===== config.mk =====
export PLATFORM = sky130hd
export DESIGN_NAME = reaction_game_ctrl
export DESIGN_NICKNAME = d
export VERILOG_FILES = /design/src/rtl/reaction_pkg.sv /design/src/rtl/reaction_game_ctrl_tick_counter.sv /design/src/rtl/reaction_game_ctrl.sv
export SDC_FILE = /design/constraint.sdc
export NUM_CORES = 1
export LEC_CHECK = 0
export CAP_MARGIN = 20
export CORE_AREA = 2 2 91 93
export DETAILED_ROUTE_END_ITERATION = 6
export DIE_AREA = 0 0 93 95
export PLACE_DENSITY = 0.79
export SYNTH_ARGS = -nofsm -noshare
export SYNTH_HDL_FRONTEND = slang
export SYNTH_SLANG_ARGS = --single-unit

===== constraint.sdc =====
create_clock -name clk -period 5.9 [get_ports clk]
set_input_delay 0.59 -clock clk [delete_from_list [all_inputs] [get_ports clk]]
set_output_delay 0.59 -clock clk [all_outputs]
set_load 0.01 [all_outputs]

===== src/rtl/reaction_pkg.sv =====
// Shared types and defaults for the reaction-timer game sequencer.
package reaction_pkg;

    typedef enum logic [2:0] {
        ST_IDLE   = 3'd0,
        ST_LIGHTS = 3'd1,
        ST_HOLD   = 3'd2,
        ST_GO     = 3'd3,
        ST_DONE   = 3'd4,
        ST_FAULT  = 3'd5
    } state_t;

    localparam int DEF_N_LEDS        = 10;
    localparam int DEF_LED_PERIOD_MS = 500;
    localparam int DEF_DELAY_MIN_MS  = 250;
    localparam int DEF_TIMEOUT_MS    = 9999;
    localparam int DEF_TIME_W        = 14;
    localparam int LFSR_W            = 10;

endpackage


===== src/rtl/reaction_game_ctrl_tick_counter.sv =====
// Loadable up/down counter that advances only on the 1 ms tick.
// tc flags the tick on which the count steps onto tc_val.
module tick_counter #(
    parameter int W = 14
) (
    input  logic         clk,
    input  logic         rst,
    input  logic         tick,
    input  logic         en,
    input  logic         up,
    input  logic         load,
    input  logic [W-1:0] load_val,
    input  logic [W-1:0] tc_val,
    output logic [W-1:0] count,
    output logic         tc
);

    logic [W-1:0] nxt;

    assign nxt = up ? count + W'(1) : count - W'(1);
    assign tc  = en && tick && (nxt == tc_val);

    always_ff @(posedge clk or posedge rst) begin
        if (rst)
            count <= '0;
        else if (load)
            count <= load_val;
        else if (en && tick)
            count <= nxt;
    end

endmodule


===== src/rtl/reaction_game_ctrl.sv =====
// Reaction-timer game sequencer: start lights, random hold, then times the
// player's response in ms, flagging false starts and timeouts.
module reaction_game_ctrl
    import reaction_pkg::*;
#(
    parameter int N_LEDS        = DEF_N_LEDS,
    parameter int LED_PERIOD_MS = DEF_LED_PERIOD_MS,
    parameter int DELAY_MIN_MS  = DEF_DELAY_MIN_MS,
    parameter int TIMEOUT_MS    = DEF_TIMEOUT_MS,
    parameter int TIME_W        = DEF_TIME_W
) (
    input  logic              clk,
    input  logic              rst,
    input  logic              tick,
    input  logic              trigger,
    input  logic              response,
    input  logic [LFSR_W-1:0] lfsr_val,
    output logic              lfsr_en,
    output logic [N_LEDS-1:0] ledr,
    output logic [TIME_W-1:0] reaction_ms,
    output logic              result_valid,
    output logic              false_start,
    output logic              busy
);

    localparam int IDX_W = (N_LEDS > 1) ? $clog2(N_LEDS) : 1;

    state_t             state;
    logic [IDX_W-1:0]   led_idx;
    logic               last_led;
    logic               restart;

    logic               a_en, a_up, a_load, a_tc;
    logic [TIME_W-1:0]  a_load_val, a_tc_val, delay_sum;
    logic [TIME_W-1:0]  unused_period_count;

    logic               b_en, b_load, b_tc;
    logic [TIME_W-1:0]  b_count;

    assign last_led  = (led_idx == IDX_W'(N_LEDS - 1));
    assign restart   = trigger &&
                       (state == ST_IDLE || state == ST_DONE || state == ST_FAULT);
    assign delay_sum = TIME_W'(DELAY_MIN_MS) + TIME_W'(lfsr_val);

    // One counter serves both phases: counts up per LED in LIGHTS, down the delay in HOLD.
    assign a_en       = (state == ST_LIGHTS || state == ST_HOLD) && !response;
    assign a_up       = (state == ST_LIGHTS);
    assign a_tc_val   = a_up ? TIME_W'(LED_PERIOD_MS) : '0;
    assign a_load     = restart || (state == ST_LIGHTS && a_tc);
    assign a_load_val = (state == ST_LIGHTS && last_led) ? delay_sum : '0;

    assign b_en   = (state == ST_GO) && !response;
    assign b_load = (state == ST_HOLD) && a_tc;

    tick_counter #(.W(TIME_W)) u_period_cnt (
        .clk(clk), .rst(rst), .tick(tick), .en(a_en), .up(a_up),
        .load(a_load), .load_val(a_load_val), .tc_val(a_tc_val),
        .count(unused_period_count), .tc(a_tc)
    );

    tick_counter #(.W(TIME_W)) u_react_cnt (
        .clk(clk), .rst(rst), .tick(tick), .en(b_en), .up(1'b1),
        .load(b_load), .load_val('0), .tc_val(TIME_W'(TIMEOUT_MS)),
        .count(b_count), .tc(b_tc)
    );

    always_ff @(posedge clk or posedge rst) begin
        if (rst) begin
            state        <= ST_IDLE;
            led_idx      <= '0;
            ledr         <= '0;
            lfsr_en      <= 1'b1;
            reaction_ms  <= '0;
            result_valid <= 1'b0;
            false_start  <= 1'b0;
            busy         <= 1'b0;
        end else begin
            result_valid <= 1'b0;
            case (state)
                ST_IDLE, ST_DONE, ST_FAULT: begin
                    if (trigger) begin
                        state       <= ST_LIGHTS;
                        led_idx     <= '0;
                        ledr        <= '0;
                        lfsr_en     <= 1'b1;
                        false_start <= 1'b0;
                        busy        <= 1'b1;
                    end
                end
                ST_LIGHTS, ST_HOLD: begin
                    if (response) begin
                        state       <= ST_FAULT;
                        false_start <= 1'b1;
                        ledr        <= '1;
                        lfsr_en     <= 1'b1;
                        busy        <= 1'b0;
                    end else if (a_tc && state == ST_LIGHTS) begin
                        ledr[led_idx] <= 1'b1;
                        led_idx       <= led_idx + IDX_W'(1);
                        if (last_led) begin
                            state   <= ST_HOLD;
                            lfsr_en <= 1'b0;
                        end
                    end else if (a_tc) begin
                        state <= ST_GO;
                        ledr  <= '0;
                    end
                end
                ST_GO: begin
                    if (response || b_tc) begin
                        state        <= ST_DONE;
                        reaction_ms  <= response ? b_count : TIME_W'(TIMEOUT_MS);
                        result_valid <= 1'b1;
                        lfsr_en      <= 1'b1;
                        busy         <= 1'b0;
                    end
                end
                default: state <= ST_IDLE;
            endcase
        end
    end

endmodule

Word level (Yosys, flattened, before mapping). Index checks and enable logic that the tools add are counted.

Bits of input ports: 15. Output and inout port bits: 28. Flip-flop bits (word level): 63.

Equal/unequal tests: 17. Bitwise logic cells: 1. Order comparisons: 2. $add $sub $neg: 5. Reductions and logical operators: 31. Muxes and demuxes: 40.

Operator list (count): 14-bit 2-to-1 mux (6); 10-bit 2-to-1 mux (4); 14-bit by 1-bit adder with 14-bit output (second input constant) (2); 10-bit one-hot mux with 2 select lines (1); 3-bit 2-to-1 mux (6); 14-bit equality test (second input constant) (1); 14-bit by 9-bit equality test with 1-bit output (1); 14-bit by 1-bit subtractor with 14-bit output (second input constant) (1); 1-bit 2-to-1 mux (12); 4-bit 2-to-1 mux (3); 4-bit AND reduction (3); 8-bit by 10-bit adder with 11-bit output (first input constant) (1); 1-bit logical AND (11); 11-bit 2-to-1 mux (1); 10-bit bitwise OR (1); 9-bit 2-to-1 mux (1); 3-bit one-hot mux with 3 select lines (1); 2-bit != test (second input constant) (4); 4-bit != test (second input constant) (2); 4-bit one-hot mux with 2 select lines (1); 3-bit by 2-bit equality test with 1-bit output (second input constant) (2); 3-bit equality test (second input constant) (2); 3-bit != test (second input constant) (2); 1-bit one-hot mux with 3 select lines (2); 18 further kinds (25).

Depth between registers and ports, before layout.
Depth in word-level cells: 9. Gate-level depth with buffers: 15. Depth with buffers taken out: 12.

By module. Synthesis repeated with hierarchy kept, for this count alone.

Cells, all modules: 635. Area, all modules: 5418.9 µm².

By module, submodules not included: tick_counter (cells each 224, times used 2, area an instance 1789.2 µm²); reaction_game_ctrl (cells each 187, times used 1, area an instance 1840.5 µm²).

Least setup slack after synthesis. No wires, ideal clock.

Kind: register to register. Start point: register state[1]. End point: register ledr[9]. Period minus slack after synthesis: 3.544 ns. Stages on the path, launching flop included: 15. Buffers on the path: 2. Arrival time: 3.410 ns. Slack: 2.356 ns. Cells stage by stage: dfrtp_1 > nor3b_1 > buf_2 > inv_1 > ha_1 > nand2_1 > o31ai_2 > xor2_1 > or4_1 > mux2i_4 > nand4_2 > o221ai_2 > buf_4 > a32o_1 > nand2_1.

Word-level cells in the longest chain between the ends: 9.

Ends and longest elaborated chain: from (decl) (RTL line reaction_game_ctrl.sv:28) `state_t state;`; from (signal assigned) (RTL line reaction_game_ctrl.sv:69) `state <= ST_IDLE;`; from (signal assigned) (RTL line reaction_game_ctrl.sv:82) `state <= ST_LIGHTS;`; from (signal assigned) (RTL line reaction_game_ctrl.sv:92) `state <= ST_FAULT;`; parallel branches: the longest is 9 deep, another holds 14-bit 2-to-1 mux; to (signal assigned) (RTL line reaction_game_ctrl.sv:84) `ledr <= '0;`; to (signal assigned) (RTL line reaction_game_ctrl.sv:94) `ledr <= '1;`; to (signal, indexed assignment) (RTL line reaction_game_ctrl.sv:98) `ledr[led_idx] <= 1'b1;`; to (decl) (RTL line reaction_game_ctrl.sv:19) `output logic [N_LEDS-1:0] ledr,`.

Parallel ways; which one is timed is not known. A chain may end at the register's enable or synchronous reset.

Final worst setup path.
Start point: register state[1]. End point: register ledr[4].

Same word-level chain as after synthesis.

==> summary.md <==
| Metric | Value |
|---|---|
| H-Tree Depth | `3` |
| Proportion of synthesized area in mux cells | `3.638%` |
| Largest cells by area after synthesis | `dfrtp_1 37%, ha_1 6.5%, nor2_1 4.5%, xor2_1 4.3%, nand2_1 4.1%` |
| Worst hold path class | `flop to flop` |
| Sw Ratio | `44.78%` |
| Die width | `93 um` |
| CTS tree | `done` |
| Core area | `7928 um^2` |
| Data arrival, critical path | `4.79 ns` |
| Int Power | `1486 uW` |
| Register area | `1578 um^2` |
| Clock share of power | `15.3%` |
| Largest stage delay, worst path | `0.57 ns` |
| Hold Buf Count CTS | `0` |
| Synth-to-layout area growth | `16.09%` |
| Largest net degree at the start of global routing | `64` |
| Worst slew margin | `42.13%` |
| DR DRC count | `0` |
| Share of post-route cells with drive strength above 1 | `6.876%` |
| Synthesized flop and latch total | `63` |
| Via count | `3,666` |
| FF-to-FF Start | `state[1]` |
| Crit. End Element | `flop` |
| Compound-Gate Fraction of Synth Area | `16.83%` |
| Area occupied by multi-input gates | `2479 um^2` |
| Synth Warn # | `0` |
| Fmax | `0.2185 GHz` |
| Most frequent cell after synthesis | `dfrtp_1` |
| First DRT Iteration DRCs | `212` |
| Initial core utilization | `53.36%` |
| Total Die Area | `8835 um^2` |
| Leak | `0.002076 uW` |
| Vias in the first global route | `3,346` |
| Top-level port count | `43` |
| Largest area contributor in the netlist | `dfrtp_1` |
| Sequential power share | `25.0%` |
| Register area share after synthesis | `37.30%` |
| Initial antenna violation count | `0` |
| FF-to-FF End | `ledr[4]` |
| Tcrit/Tclk final | `77.56%` |
| Final ANT Viol Nets | `0` |
| Clk Latency, worst-skew pair | `0.35 ns` |
| Power Dens Cells | `547.9 nW/um^2` |
| Grt ovf | `0` |
| Height of the chip | `95 um` |
| Final HPWL DP | `6718 um` |
| RSZ-0062 raised after global routing | `false` |
| Post-synth top area share | `36.68%` |
| Setup slack, reg-to-reg | `1.32 ns` |
| Min-Delay Endpoint | `reaction_ms[6]` |
| Setup crit start kind | `flop` |
| Worst-path clk slew | `0.07 ns` |
| Hold Crit Start | `reaction_ms[6]` |
| Post-synth cell types | `63` |
| Syn Std Cell Area | `4230 um^2` |
| P_sw | `1205 uW` |
| Synth cell count leaders | `62 x dfrtp_1, 51 x nor2_1, 46 x nand2_1, 24 x o21ai_0, 23 x a21oi_1` |
| Peak supply drop | `445.2 uV` |
| Largest family of logic cells by synthesized area | `simple AND/OR/NAND/NOR gates` |
| Resized cells post-CTS | `0` |
| WHS Path Cells | `2` |
| Synth async-reset ratio | `100.0%` |
| Cells after synthesis | `470` |
| Top_reg_cell synth | `dfrtp_1` |
| Synthesized area per cell | `9.001 um^2` |
| Gpl congestion | `0.8392` |
| Cts bufs inserted | `9` |
| Max Slew Vio Count | `0` |
| Post-route minimum period | `4.576 ns` |
| Setup_tns | `0 ns` |
| WS Path Type | `flop to flop` |
| Slowest cell on the critical path | `dfrtp_1` |
| R2R depth | `12` |
| Post-CTS Setup Inserts | `0` |
| CTS Sinks | `63` |
| Drt pass-1 iters | `5` |
| Worst Path Required | `6.12 ns` |
| Port Buffers | `42` |
| Total wire length | `9527 um` |
| Final setup viols | `0` |
| XOR/XNOR Fraction of Synth Area | `8.607%` |
| Number of flops mapped to enable cells by yosys | `0` |
| Max-cap viol count | `0` |
| Filler Cells Inserted | `683` |
| DR WL/cell | `15.52 um` |
| Measured slew at the worst slew-check pin | `0.8633 ns` |
| Row count | `33` |
| Crit-path cells | `nor3b_1 > inv_1 > ha_1 > nand2_1 > o31ai_2 > nor3_1 > a211oi_1 > mux2i_4 > nand4_2 > o221ai_2 > and4_1 > nor2_1` |
| Status | `finished, final reports clean` |
| Syn nets | `508` |
| Max Root-Sink Buffers | `2` |
| Synth Area in Simple Gates | `22.54%` |
| Post-synthesis adder-cell area fraction | `6.980%` |
| Comb pwr share | `59.7%` |
| First-pass GRT wire length | `16,000 um` |
| Hold Slack | `0.4999 ns` |
| Post-DR vias/cell | `5.971` |
| Clk_skew | `0.008438 ns` |
| Root buffer cell | `clkbuf_8` |
| NumNets Final | `542` |
| Critical-path maximum fanout | `14` |
| Final Hold Viols | `0` |
| Total GRT Usage | `22.97%` |
| Antenna cell count | `0` |
==> power by group through the flow <==
stage	clock network [uW]	registers (uW)	logic, uW
detailed placement	0	676	1580
global route	443	686	1790
CTS	419	671	1590
global placement	0	671	1530
floorplan	0	669	1200
finish	413	673	1610
==> layout by cell type, fill, tap and decap left out, types with 4 or more instances in the layout <==
master	count
nand2b_1	9
or3_1	4
a22o_1	6
nand4b_1	5
inv_1	15
nand3_1	21
a21oi_1	23
xnor2_1	18
a31oi_1	13
ha_1	22
o22a_1	7
clkdlybuf4s50_1	42
nand4_1	9
nand2_1	46
o21ai_0	24
nor4_1	5
nor2_1	51
xor2_1	21
clkbuf_8	9
nor3_1	10
nor2b_1	4
nor3b_1	4
mux2i_1	12
dfrtp_1	62
o21a_1	4
==> critical path: cells and delay by family, from the launching register on <==
kind | cells | cell delay (ns)
mux | 1 | 0.37
flops | 1 | 0.57
simple gates | 6 | 1.34
buf+inv | 1 | 0.31
fa+ha+maj | 1 | 0.45
compound gates | 3 | 1.40
==> flip-flops by register name (all words and copies together), names as in the netlist <==
| signal | cells |
|---|---|
| busy | 1 |
| result_valid | 1 |
| reaction_ms | 14 |
| state | 3 |
| lfsr_en | 1 |
| u_period_cnt.count | 14 |
| led_idx | 4 |
| false_start | 1 |
| u_react_cnt.count | 14 |
| ledr | 10 |
==> worst max path at each step <==
| stage | cells after the start | slack, ns | to | from |
|---|---|---|---|---|
| final | 12 | 1.32 | ledr[4] | state[1] |
| after global routing | 12 | 1.01 | ledr[4] | state[1] |
| after CTS | 12 | 1.36 | ledr[4] | state[1] |
| after detailed placement | 12 | 1.46 | ledr[4] | state[1] |
| after global placement | 12 | 1.65 | ledr[4] | state[1] |
| after floorplan | 14 | 2.36 | ledr[9] | state[1] |
==> logic make-up after synthesis <==
logic type,count (synthesis)
simple gates,185
compound gates,105
flops,63
xor+xnor,40
buf+inv,40
fa+ha+maj,23
mux,14
==> through the flow <==
stage / utilization [%] / std cells / total power, uW / worst slack (ns) / instance area, um^2
after floorplan: - / 470 / 1872 / 2.356 / 4230
after global placement: 59.22 / 597 / 2202 / 1.646 / 4695
after detailed placement: 59.22 / 597 / 2251 / 1.457 / 4695
after CTS: 61.88 / 613 / 2682 / 1.357 / 4906
after global routing: 61.95 / 614 / 2915 / 1.014 / 4911
final: 61.95 / 614 / 2691 / 1.324 / 4911
==> metal layers <==
layer / global-route usage (%) / share of wire (%) / vias up
li1: - / - / 1754
met1: 29.85 / 43 / 1783
met2: 38.41 / 50 / 109
met3: 4.709 / 5.0 / 20
met4: 7.843 / 1.7 / 0
met5: 0 / 0 / -
==> cell type report <==
type                            count  share of cell area, %
Multi-Input combinational cell    367                  50.47
Sequential cell                    63                  32.13
Timing Repair Buffer               46                  9.121
Tap cell                          105                  2.675
Clock buffer                       10                  2.599
Clock inverter                      6                  1.707
Inverter                           17                  1.299
No activity file was read; power rests on OpenSTA's default activity.
==> RTL edit (same flow settings) <==
Register the input `lfsr_val` before use, with the module's reset. The logic sees it one clock later. The other inputs are not delayed to match.
--- a/src/rtl/reaction_game_ctrl.sv
+++ b/src/rtl/reaction_game_ctrl.sv
@@ -25,6 +25,16 @@
 
     localparam int IDX_W = (N_LEDS > 1) ? $clog2(N_LEDS) : 1;
 
+    logic [LFSR_W-1:0] lfsr_val_q;
+
+    always_ff @(posedge clk or posedge rst) begin
+        if (rst) begin
+            lfsr_val_q <= '0;
+        end else begin
+            lfsr_val_q <= lfsr_val;
+        end
+    end
+
     state_t             state;
     logic [IDX_W-1:0]   led_idx;
     logic               last_led;
@@ -40,7 +50,7 @@
     assign last_led  = (led_idx == IDX_W'(N_LEDS - 1));
     assign restart   = trigger &&
                        (state == ST_IDLE || state == ST_DONE || state == ST_FAULT);
-    assign delay_sum = TIME_W'(DELAY_MIN_MS) + TIME_W'(lfsr_val);
+    assign delay_sum = TIME_W'(DELAY_MIN_MS) + TIME_W'(lfsr_val_q);
 
     // One counter serves both phases: counts up per LED in LIGHTS, down the delay in HOLD.
     assign a_en       = (state == ST_LIGHTS || state == ST_HOLD) && !response;
Behaviour: same outputs for any inputs over 10 cycles, from zero or initial values and one cycle with rst high; that may be too few to reach the edited logic, so the function may still have changed.
==> RTL edit against the original RTL <==
Sequential cell count increased by 10. Critical endpoint is now ledr[2]. Sequential power about the same. First-iteration DRC count decreased by 6.1%. Final area increased by 6.3%. Total power decreased by 23%. Wire length increased by 9.7%. Worst setup slack got worse by 0.67 ns. Synthesized area increased by 7.3%.
==> RTL edit: results (changes against the original RTL) <==
Top cells by area, synth - dfrtp_1 40%, ha_1 6.1%, nor2_1 5.0%
Clock Skew - 0.0114 ns (+0.00299 ns)
Status - completed
Crit Path Max Fanout - 22 (+8)
Max VDD drop - 0.212 mV (-52%)
Sequential fraction of the synthesis area - 0.403 (+0.0298)
Hold EP - busy
Vias per std cell - 5.97 (about the same)
Syn Area/Cell - 9.09 um2 (+1.0%)
Slowest-stage cell, CP - a211oi_1
Worst hold stages - 1 (-1)
GP Congestion - 0.904 (+7.8%)
Synth cell types - 68 (+7.9%)
Largest net degree at the start of global routing - 74 (+16%)
GR met2 Demand/Resource - 0.412 (+0.0284)
PD cells - 399 nW/um2 (-27%)
Hold Startpoint - busy
GR Util met1 - 0.329 (+0.0302)
Met3 GRT Util - 0.0447 (-0.00239)
Hold_ws - 0.493 ns (-0.00652 ns)
Total track usage - 0.251 (+0.0217)
Via count - 3,815 (+4.1%)
Cells on worst reg2reg path - 14 (+2)
Met3 wire len - 464 um (-3.5%)
Fill cells - 663 (-2.9%)
First-pass GRT wire length - 17.5 mm (+9.6%)
FMAX - 0.191 GHz (-13%)
Reg-to-reg slack, setup - 0.66 ns (-0.67 ns)
Net Count, Synth - 537 (+5.7%)
LEAKAGE - 2.26 nW (+8.9%)
Nets@finish - 567 (+4.6%)
Top cells by count, synth - 72 x dfrtp_1, 61 x nor2_1, 50 x nand2_1
Slew HR - 0.383 (-0.0379)
Worst-path clk slew - 0.09 ns (+0.02 ns)
Post-DP HPWL - 7.37 mm (+9.7%)
Dpl ws - 0.732 ns (-0.725 ns)
Met2 WL - 5.12 mm (+7.7%)
Ratio of cells with drive above 1 in the final layout - 0.0655 (-0.00322)
Worst setup startpoint - state[0]
Post-Place Cells - 623 (+4.4%)
Metal-1 WL - 4.55 mm (+10%)
CP delay by family, top - simple AND/OR/NAND/NOR gates
WL/cell - 16.4 um (+5.4%)
Starting DRT DRC Count - 199 (-6.1%)
Arrival time at the worst endpoint - 5.47 ns (+0.68 ns)
Cell Area, Placed - 4970 um2 (+5.8%)
Reg2reg end - ledr[2]
==> RTL edit: area by class of cell <==
cell class | count | area [um2] | area share
Tap cell | 105 | 131 | 0.0252
Sequential cell | 73 | 1830 | 0.350
Inverter | 17 | 66.3 | 0.0127
Timing Repair Buffer | 44 | 435 | 0.0834
Multi-Input combinational cell | 384 | 2500 | 0.480
Clock buffer | 10 | 138 | 0.0264
Clock inverter | 6 | 115 | 0.0221
==> RTL edit: report_power, final <==
part	switching, mW	internal (mW)
Sequential	0.0805	0.592
Clock	0.197	0.294
Combinational	0.539	0.379
==> RTL edit: cell families (layout without fill, tap and decap cells) <==
logic type / after synthesis / count (layout) / synth area share
AND/OR/NAND/NOR: 197 / 197 / 0.210
AO/OA/AOI/OAI: 115 / 115 / 0.179
flip-flops: 73 / 73 / 0.403
buffers and inverters: 42 / 77 / 0.0452
XOR/XNOR: 37 / 37 / 0.0714
adder cells (fa/ha/maj): 23 / 23 / 0.0651
multiplexers: 12 / 12 / 0.0267
